[src/rtl/divisor_bus_master_if.sv]
// Request, response and peripheral-bus signals of the divider bus initiator.
// The initiator uses the master view; the requester, consumer and peripheral use slave.
interface divisor_bus_master_if;
    logic        op_valid;
    logic        op_ready;
    logic [15:0] dividend;
    logic [15:0] divisor;
    logic        res_valid;
    logic        res_ready;
    logic [15:0] res_quot;
    logic [1:0]  res_status;
    logic        cs;
    logic [4:0]  addr;
    logic        rd;
    logic        wr;
    logic [15:0] bus_wdata;
    logic [15:0] bus_rdata;

    modport master (
        input  op_valid, dividend, divisor, res_ready, bus_rdata,
        output op_ready, res_valid, res_quot, res_status, cs, addr, rd, wr, bus_wdata
    );

    modport slave (
        output op_valid, dividend, divisor, res_ready, bus_rdata,
        input  op_ready, res_valid, res_quot, res_status, cs, addr, rd, wr, bus_wdata
    );
endinterface

[src/rtl/divisor_bus_master.sv]
// Sequences one divide on the memory-mapped divider: write operands, pulse START,
// poll DONE, read the result, then return it through a valid/ready response port.
module divisor_bus_master #(
    parameter logic [4:0]  ADDR_DV    = 5'h04,
    parameter logic [4:0]  ADDR_DR    = 5'h08,
    parameter logic [4:0]  ADDR_START = 5'h0C,
    parameter logic [4:0]  ADDR_R     = 5'h10,
    parameter logic [4:0]  ADDR_DONE  = 5'h14,
    parameter int unsigned MAX_POLLS  = 255
) (
    input  logic                  CLK,
    input  logic                  reset,
    divisor_bus_master_if.master  bus
);
    localparam logic [15:0] POLL_LIMIT = 16'(MAX_POLLS);

    typedef enum logic [3:0] {
        IDLE, WR_DV, WR_DR, WR_START1, WR_START0,
        RD_DONE, CHK_DONE, RD_R, CAP_R, RESP
    } state_t;

    state_t      state_reg, state_next;
    logic [15:0] dividend_reg, dividend_next;
    logic [15:0] divisor_reg, divisor_next;
    logic [15:0] poll_reg, poll_next;
    logic [15:0] quot_reg, quot_next;
    logic [1:0]  status_reg, status_next;

    logic        cs, rd, wr, op_ready, res_valid;
    logic [4:0]  addr;
    logic [15:0] wdata;

    always_ff @(posedge CLK) begin
        if (reset) begin
            state_reg    <= IDLE;
            dividend_reg <= '0;
            divisor_reg  <= '0;
            poll_reg     <= '0;
            quot_reg     <= '0;
            status_reg   <= '0;
        end else begin
            state_reg    <= state_next;
            dividend_reg <= dividend_next;
            divisor_reg  <= divisor_next;
            poll_reg     <= poll_next;
            quot_reg     <= quot_next;
            status_reg   <= status_next;
        end
    end

    always_comb begin
        state_next    = state_reg;
        dividend_next = dividend_reg;
        divisor_next  = divisor_reg;
        poll_next     = poll_reg;
        quot_next     = quot_reg;
        status_next   = status_reg;
        cs            = 1'b0;
        rd            = 1'b0;
        wr            = 1'b0;
        addr          = '0;
        wdata         = '0;
        op_ready      = 1'b0;
        res_valid     = 1'b0;

        case (state_reg)
            IDLE: begin
                // Held low during reset so nothing upstream sees a ready it cannot use.
                op_ready = !reset;
                if (bus.op_valid) begin
                    dividend_next = bus.dividend;
                    divisor_next  = bus.divisor;
                    poll_next     = '0;
                    if (bus.divisor == 16'd0) begin
                        quot_next   = 16'hFFFF;
                        status_next = 2'b01;
                        state_next  = RESP;
                    end else begin
                        state_next  = WR_DV;
                    end
                end
            end
            WR_DV: begin
                cs = 1'b1; wr = 1'b1; addr = ADDR_DV; wdata = dividend_reg;
                state_next = WR_DR;
            end
            WR_DR: begin
                cs = 1'b1; wr = 1'b1; addr = ADDR_DR; wdata = divisor_reg;
                state_next = WR_START1;
            end
            WR_START1: begin
                cs = 1'b1; wr = 1'b1; addr = ADDR_START; wdata = 16'h0001;
                state_next = WR_START0;
            end
            WR_START0: begin
                cs = 1'b1; wr = 1'b1; addr = ADDR_START; wdata = 16'h0000;
                state_next = RD_DONE;
            end
            RD_DONE: begin
                cs = 1'b1; rd = 1'b1; addr = ADDR_DONE;
                state_next = CHK_DONE;
            end
            CHK_DONE: begin
                // The peripheral registers read data, so DONE is visible one cycle after its address phase.
                if (bus.bus_rdata[0]) begin
                    state_next = RD_R;
                end else begin
                    poll_next = poll_reg + 16'd1;
                    if (poll_next == POLL_LIMIT) begin
                        quot_next   = 16'h0000;
                        status_next = 2'b10;
                        state_next  = RESP;
                    end else begin
                        state_next  = RD_DONE;
                    end
                end
            end
            RD_R: begin
                cs = 1'b1; rd = 1'b1; addr = ADDR_R;
                state_next = CAP_R;
            end
            CAP_R: begin
                quot_next   = bus.bus_rdata;
                status_next = 2'b00;
                state_next  = RESP;
            end
            RESP: begin
                res_valid = 1'b1;
                if (bus.res_ready) begin
                    state_next = IDLE;
                end
            end
            default: begin
                state_next = IDLE;
            end
        endcase
    end

    assign bus.op_ready   = op_ready;
    assign bus.res_valid  = res_valid;
    assign bus.res_quot   = quot_reg;
    assign bus.res_status = status_reg;
    assign bus.cs         = cs;
    assign bus.rd         = rd;
    assign bus.wr         = wr;
    assign bus.addr       = addr;
    assign bus.bus_wdata  = wdata;
endmodule

[src/flat_wrapper.sv]
// flat-port wrapper written by rule: the top's interface ports become plain ports
module divisor_bus_master_flat 
#(
    parameter logic [4:0]  ADDR_DV    = 5'h04,
    parameter logic [4:0]  ADDR_DR    = 5'h08,
    parameter logic [4:0]  ADDR_START = 5'h0C,
    parameter logic [4:0]  ADDR_R     = 5'h10,
    parameter logic [4:0]  ADDR_DONE  = 5'h14,
    parameter int unsigned MAX_POLLS  = 255
)
  (CLK, reset, bus_op_valid, bus_dividend, bus_divisor, bus_res_ready, bus_bus_rdata, bus_op_ready, bus_res_valid, bus_res_quot, bus_res_status, bus_cs, bus_addr, bus_rd, bus_wr, bus_bus_wdata);
  divisor_bus_master_if bus_i ();
  input  logic CLK;
  input  logic reset;
  input wire logic [$bits(bus_i.op_valid)-1:0] bus_op_valid;
  input wire logic [$bits(bus_i.dividend)-1:0] bus_dividend;
  input wire logic [$bits(bus_i.divisor)-1:0] bus_divisor;
  input wire logic [$bits(bus_i.res_ready)-1:0] bus_res_ready;
  input wire logic [$bits(bus_i.bus_rdata)-1:0] bus_bus_rdata;
  output wire logic [$bits(bus_i.op_ready)-1:0] bus_op_ready;
  output wire logic [$bits(bus_i.res_valid)-1:0] bus_res_valid;
  output wire logic [$bits(bus_i.res_quot)-1:0] bus_res_quot;
  output wire logic [$bits(bus_i.res_status)-1:0] bus_res_status;
  output wire logic [$bits(bus_i.cs)-1:0] bus_cs;
  output wire logic [$bits(bus_i.addr)-1:0] bus_addr;
  output wire logic [$bits(bus_i.rd)-1:0] bus_rd;
  output wire logic [$bits(bus_i.wr)-1:0] bus_wr;
  output wire logic [$bits(bus_i.bus_wdata)-1:0] bus_bus_wdata;
  assign bus_i.op_valid = bus_op_valid;
  assign bus_i.dividend = bus_dividend;
  assign bus_i.divisor = bus_divisor;
  assign bus_i.res_ready = bus_res_ready;
  assign bus_i.bus_rdata = bus_bus_rdata;
  assign bus_op_ready = bus_i.op_ready;
  assign bus_res_valid = bus_i.res_valid;
  assign bus_res_quot = bus_i.res_quot;
  assign bus_res_status = bus_i.res_status;
  assign bus_cs = bus_i.cs;
  assign bus_addr = bus_i.addr;
  assign bus_rd = bus_i.rd;
  assign bus_wr = bus_i.wr;
  assign bus_bus_wdata = bus_i.bus_wdata;
  divisor_bus_master #(.ADDR_DV(ADDR_DV), .ADDR_DR(ADDR_DR), .ADDR_START(ADDR_START), .ADDR_R(ADDR_R), .ADDR_DONE(ADDR_DONE), .MAX_POLLS(MAX_POLLS)) u_core (.CLK(CLK), .reset(reset), .bus(bus_i));
endmodule
[config.mk]
export PLATFORM = sky130hd
export DESIGN_NAME = divisor_bus_master_flat
export DESIGN_NICKNAME = d
export VERILOG_FILES = /design/src/rtl/divisor_bus_master_if.sv /design/src/rtl/divisor_bus_master.sv /design/src/flat_wrapper.sv
export SDC_FILE = /design/constraint.sdc
export NUM_CORES = 1
export LEC_CHECK = 0
export CORE_ASPECT_RATIO = 0.8
export CORE_UTILIZATION = 30
export DETAILED_ROUTE_END_ITERATION = 8
export HOLD_SLACK_MARGIN = 0.02
export SLEW_MARGIN = 40
export SYNTH_ARGS = -nofsm -noshare
export SYNTH_HDL_FRONTEND = slang
export SYNTH_SLANG_ARGS = --single-unit
export TNS_END_PERCENT = 20
[constraint.sdc]
create_clock -name CLK -period 2.6 [get_ports CLK]
set_input_delay 0.26 -clock CLK [delete_from_list [all_inputs] [get_ports CLK]]
set_output_delay 0.26 -clock CLK [all_outputs]
set_load 0.01 [all_outputs]
==> results of run 1 <==
## power groups by stage
stage | sequential (mW) | clock (mW) | combinational [mW]
2_1_floorplan | 1.18 | 0 | 0.291
3_3_place_gp | 1.20 | 0 | 0.535
5_1_grt | 1.19 | 1.29 | 0.595
3_5_place_dp | 1.20 | 0 | 0.538
4_1_cts | 1.18 | 1.25 | 0.540
6_report | 1.18 | 1.21 | 0.535
## cell families (layout without fill, tap and decap cells)
kind of cell | count (synthesis) | count (layout) | synth area share [%]
AO/OA/AOI/OAI | 125 | 125 | 23.1
XOR/XNOR | 2 | 2 | 0.508
adder cells (fa/ha/maj) | 2 | 2 | 0.725
buffers and inverters | 41 | 131 | 5.01
flip-flops | 70 | 70 | 40.6
multiplexers | 1 | 1 | 0.290
other | 1 | 2 | 0.109
AND/OR/NAND/NOR | 206 | 206 | 29.6
## worst paths after layout
check,endpoint,from,cells after the start
worst max register to register,u_core.state_reg[2]$_SDFFE_PP0P_,u_core.poll_reg[0]$_SDFFE_PP0P_,7
worst min-delay path,u_core.poll_reg[8]$_SDFFE_PP0P_,reset,2
worst max-delay path,bus_bus_wdata[4],u_core.state_reg[1]$_SDFFE_PP0P_,6
worst min register to register,u_core.divisor_reg[1]$_SDFFE_PP0P_,u_core.divisor_reg[1]$_SDFFE_PP0P_,2
## cell type report
| cell class | instances | area share [%] |
|---|---|---|
| sequential | 70 | 28.7 |
| tap | 144 | 3.68 |
| clock inverter | 7 | 1.53 |
| multi-input combinational | 338 | 39.3 |
| inverter | 5 | 0.384 |
| timing repair buffer | 110 | 21.8 |
| clock buffer | 9 | 4.60 |
## what timing repair did
item                                    CTS  global route
gates resized for setup                   0             4
hold endpoints to repair                  0             0
endpoints found under the setup margin    0            35
## synth_stat cells, types with 4 or more instances
| cell type | count | area share (%) |
|---|---|---|
| a22o_1 | 15 | 3.8 |
| a311oi_1 | 8 | 2.0 |
| o21ai_0 | 15 | 2.2 |
| nor3_1 | 17 | 2.5 |
| nor4_1 | 12 | 2.2 |
| nand2_1 | 85 | 9.2 |
| clkbuf_1 | 30 | 3.3 |
| nand2b_1 | 4 | 0.73 |
| nor2b_1 | 18 | 3.3 |
| dfxtp_1 | 70 | 41 |
| inv_1 | 5 | 0.54 |
| o22ai_1 | 16 | 2.9 |
| a21oi_1 | 52 | 7.5 |
| nor2_1 | 38 | 4.1 |
## metrics by stage
stage	hold WS [ns]	TNS, ns	instances
floorplan	0.360	0	449
global placement	0.442	0	667
detailed placement	0.449	0	667
CTS	0.347	0	683
global route	0.401	-0.0148	683
finish	0.364	0	683
## layer usage
layer  global-route usage (%)  wire length (um)  up-vias
met5                        0                 0        -
met4                     5.22               120        0
met3                     4.38               665       12
met2                     26.2              4410      119
met1                     24.1              4840     1631
li1                         -                 -     1767
==> run metrics, run 1 <==
commonest non-fill, non-tap cell in the layout=clkdlybuf4s50_1; Root Buffer=clkbuf_16; critical path's slowest cell=clkdlybuf4s50_1; remaining antenna violation count after routing=0; die area=0.0119 mm2; Fillers=1089; DP Area=0.00457 mm2; Max VDD drop=0.308 mV; Critical Path Max Stage Delay=0.54 ns; Netlist Area Pre-Place=0.00345 mm2; Rows=34; final worst setup slack=0.113 ns; minimum clock period=2.49 ns; share of layout cells above drive strength 1=9.46%; DR pass1 iterations=5; die width=122 um; ys flop type=dfxtp_1; Final Hold Vio Count=0; Critical Path Fanout Max=10; part of the power in registers=40.3%; DRT iter0 DRCs=224; pwr dens=599 mW/mm2; Setup-failing EPs final=0; worst skew pair latency=0.33 ns; Switch Pwr=0.797 mW; Max Slew Vio Count=0; DR DRC count=0; # diodes=0; post-route clock period utilization=95.6%; Reg clk slew, reported paths=0.06 ns; Final Total Pwr=2.93 mW; RePlAce Congestion=0.827; Startpoint Class=register; Seq/Total Area, Yosys=40.6%; P_int=2.13 mW; RSZ-0062 raised after global routing=yes; fmax=402 MHz; status=complete, no violations; clock tree buffer depth=2; Sw Ratio=27.2%; post-route cell area=0.00489 mm2; Core Region=0.0110 mm2; final net count=588; vias in the first global route=3390; Syn Area/Cell=7.70 um2; hold-fix buffers at CTS=0; Worst Path Buf+Inv=3; Setup Skew=0.00837 ns; Top-Level Pins=96; CP Cell Sequence=buf_4, nand2b_1, nor3_2, buf_4, a22o_1, clkdlybuf4s50_1; FF/Latch Area=0.00140 mm2; Leak=1.75 nW; Data arrival, critical path=2.23 ns; number of antenna violations at the first check in global routing=0; Crit. End Element=output port; Multi-input gate area=0.00192 mm2; CTS tree=done; dpl ws=0.127 ns; Setup CP Type=reg -> out; worst slew pin tran=0.609 ns; Die Ht=97.9 um; input/output buffers=93; fraction of registers with async set/reset=0%; Util after Layout=44.4%; global-route wire length before repair=16400 um; Yosys Warn Count=0; most frequent cells in the layout=92 x clkdlybuf4s50_1, 85 x nand2_1, 69 x dfxtp_1, 52 x a21oi_1, 38 x nor2_1; max-cap violation count=0; Max-slew headroom=59.3%; Detailed Route WL=10000 um; number of H-tree levels=3; initial core utilization=31.3%; Mapped Cells=448; clock sinks=70; CP required=2.34 ns; via count=3529; Vias/cell=5.17; Layout area overhead=41.8%; # Post-CTS Setup Buffers=0; Combinational Power Share=18.3%; flops & latches, synth=70; HPWL after DPL=6940 um; clock share of power=41.4%; pin count of the biggest net entering global routing=53; FF-to-FF setup slack=0.25 ns; Crit path max-delay family=buffers and inverters; DR WL/cell=14.7 um; total gr overflow=0; Num CTS Buffers=9; post-synth cell types=56; total track usage=17.4%; cell mode on critical path=buf_4; number of synthesized flops with an enable pin=0; Min-Delay Path Class=in -> reg
No activity file was read; power rests on OpenSTA's default activity.
==> run 2: changes to the inputs <==
--- a/config.mk
+++ b/config.mk
@@ -6,9 +6,11 @@
 export NUM_CORES = 1
 export LEC_CHECK = 0
 export CORE_ASPECT_RATIO = 0.8
+export CORE_MARGIN = 4
 export CORE_UTILIZATION = 30
 export DETAILED_ROUTE_END_ITERATION = 8
 export HOLD_SLACK_MARGIN = 0.02
+export SKIP_LAST_GASP = 1
 export SLEW_MARGIN = 40
 export SYNTH_ARGS = -nofsm -noshare
 export SYNTH_HDL_FRONTEND = slang
==> constraint.sdc (replaced) <==
create_clock -name CLK -period 2.6 [get_ports CLK]
set_input_delay 0.26 -clock CLK [delete_from_list [all_inputs] [get_ports CLK]]
set_output_delay 0.26 -clock CLK [all_outputs]
set_load 0.1 [all_outputs]
==> run metrics, run 2 (synthesis results as in run 1) <==
status=complete, no violations; post-route clock period utilization=91.3% (-4.3 points); CP Cell Sequence=ha_1, nand3_1, nor4_2, and4b_1, o221ai_2, nor3_4, buf_4, o21ba_1; Max Slew Vio Count=0 (unchanged); DP Area=0.00469 mm2 (+2.6%); Setup Skew=0.00552 ns (-0.00286 ns); die width=128 um (+4.9%); Critical Path Fanout Max=18 (+8); Data arrival, critical path=2.65 ns (+0.42 ns); Startpoint Class=register; pin count of the biggest net entering global routing=46 (-13%); total gr overflow=0 (unchanged); Reg clk slew, reported paths=0.06 ns (about the same); clock tree buffer depth=2 (unchanged); most frequent cells in the layout=85 x nand2_1, 70 x dfxtp_1, 51 x a21oi_1, 50 x clkdlybuf4s50_1; RePlAce Congestion=0.844 (+2.1%); final net count=586 (-0.34%); input/output buffers=93 (unchanged); share of layout cells above drive strength 1=17.3% (+7.9 points); HPWL after DPL=7190 um (+3.5%); dpl ws=0.107 ns (-0.0198 ns); pwr dens=659 mW/mm2 (+10%); die area=0.0133 mm2 (+11%); DRT iter0 DRCs=178 (-21%); total track usage=15.3% (-2.0 points); global-route wire length before repair=16500 um (+0.71%); RR Startpoint=u_core.poll_reg[0]$_SDFFE_PP0P_; Final Hold Vio Count=0 (unchanged); commonest non-fill, non-tap cell in the layout=nand2_1; Num CTS Buffers=9 (unchanged); Worst Hold End=u_core.poll_reg[2]$_SDFFE_PP0P_; worst skew pair latency=0.33 ns (about the same); Leak=1.88 nW (+7.4%); reg2reg end=u_core.bus.res_status[1]$_SDFFE_PP0P_; CTS tree=done; worst slew pin tran=0.610 ns (+0.00165 ns); max-cap violation count=0 (unchanged); final worst setup slack=0.226 ns (+0.112 ns); Fillers=1077 (-1.1%); number of antenna violations at the first check in global routing=0 (unchanged); DR DRC count=0 (unchanged); worst reg2reg path depth=8 (+1); Critical Path Max Stage Delay=0.45 ns (-0.09 ns); DR pass1 iterations=4 (-1); critical path's slowest cell=dfxtp_1; FF-to-FF setup slack=0.23 ns (-0.02 ns); met3 GRT Util=5.08% (+0.70 points); met1 GRT Util=21.5% (-2.6 points); Root Buffer=clkbuf_16; Min-Delay Path Class=in -> reg; Rows=34 (unchanged); number of H-tree levels=3 (unchanged); Core Region=0.0111 mm2 (+0.39%); Detailed Route WL=10200 um (+1.9%); clock sinks=70 (unchanged); hold-fix buffers at CTS=0 (unchanged); Die Ht=104 um (+6.1%); vias in the first global route=3233 (-4.6%); Max-slew headroom=59.3% (about the same); remaining antenna violation count after routing=0 (unchanged); Vias/cell=5.14 (-0.50%); hold path depth=2 (unchanged); CP required=2.87 ns (+0.53 ns); minimum clock period=2.37 ns (-0.112 ns); post-route cell area=0.00502 mm2 (+2.6%); fmax=421 MHz (+4.7%); Worst Path Buf+Inv=1 (-2); post-cts gate resize count=0 (unchanged); Crit path max-delay family=simple AND/OR/NAND/NOR gates; # diodes=0 (unchanged); initial core utilization=31.2% (-0.12 points); most used routing layer=met2; # Post-CTS Setup Buffers=0 (unchanged); grt met2 use=22.2% (-4.0 points); Layout area overhead=45.4%; Setup CP Type=reg -> reg; Max VDD drop=0.324 mV (+5.0%); Crit. End Element=register; Setup-failing EPs final=0 (unchanged); Worst Hold Launch=reset; Top-Level Pins=96 (unchanged); via count=3501 (-0.79%); DR WL/cell=15.0 um (+2.2%)
==> run 2: area by class of cell <==
cell class                 count  area (um2)  area share (%)
sequential                    70        1400            27.9
inverter                       5        18.8           0.374
clock buffer                  10         239            4.76
tap                          144         180            3.59
multi-input combinational    338        1940            38.6
clock inverter                 6        70.1            1.40
timing repair buffer         108        1170            23.3
==> run 2: layer usage <==
metal	part of all wire, %	wire (um)
met1	47	4770
met4	1.2	121
met5	0	0
met3	8.1	824
met2	44	4510
==> run 2: stage by stage <==
stage | total power, mW | setup TNS [ns] | instances | util (%) | hold WS, ns
4_1_cts | 3.35 | 0 | 681 | 45.2 | 0.425
3_5_place_dp | 2.09 | 0 | 665 | 42.4 | 0.446
3_3_place_gp | 2.08 | 0 | 665 | 42.4 | 0.443
2_1_floorplan | 1.77 | -2.41 | 449 | - | 0.360
6_report | 3.31 | 0 | 681 | 45.4 | 0.434
5_1_grt | 3.46 | -0.0200 | 681 | 45.4 | 0.467
==> run 2: report_power, final <==
group	leakage, nW	internal (mW)	total [mW]	switching, mW
clock	0.141	0.773	1.25	0.474
sequential	0.569	1.13	1.17	0.0319
combinational	1.17	0.290	0.892	0.602
total	1.88	2.20	3.31	1.11
==> run 2: worst reg2reg max path, cell delays in order, from the launching register on <==
cell and delay (ns):
dfxtp_1 0.45, ha_1 0.31, nand3_1 0.27, nor4_2 0.33, and4b_1 0.28, o221ai_2 0.14, nor3_4 0.13, buf_4 0.24
o21ba_1 0.16
==> run 2: how the worst max path moves through the flow <==
| stage | slack [ns] | to | start | cells past startpoint |
|---|---|---|---|---|
| finish | 0.23 | u_core.bus.res_status[1]$_SDFFE_PP0P_ | u_core.poll_reg[0]$_SDFFE_PP0P_ | 8 |
| detailed placement | 0.11 | u_core.bus.res_status[1]$_SDFFE_PP0P_ | u_core.poll_reg[0]$_SDFFE_PP0P_ | 8 |
| CTS | 0.11 | u_core.bus.res_status[1]$_SDFFE_PP0P_ | u_core.poll_reg[0]$_SDFFE_PP0P_ | 8 |
| global route | -0.02 | u_core.bus.res_status[1]$_SDFFE_PP0P_ | u_core.poll_reg[0]$_SDFFE_PP0P_ | 8 |
| floorplan | -0.82 | bus_bus_wdata[0] | u_core.state_reg[0]$_SDFFE_PP0P_ | 4 |
| global placement | 0.24 | u_core.state_reg[2]$_SDFFE_PP0P_ | u_core.poll_reg[0]$_SDFFE_PP0P_ | 7 |
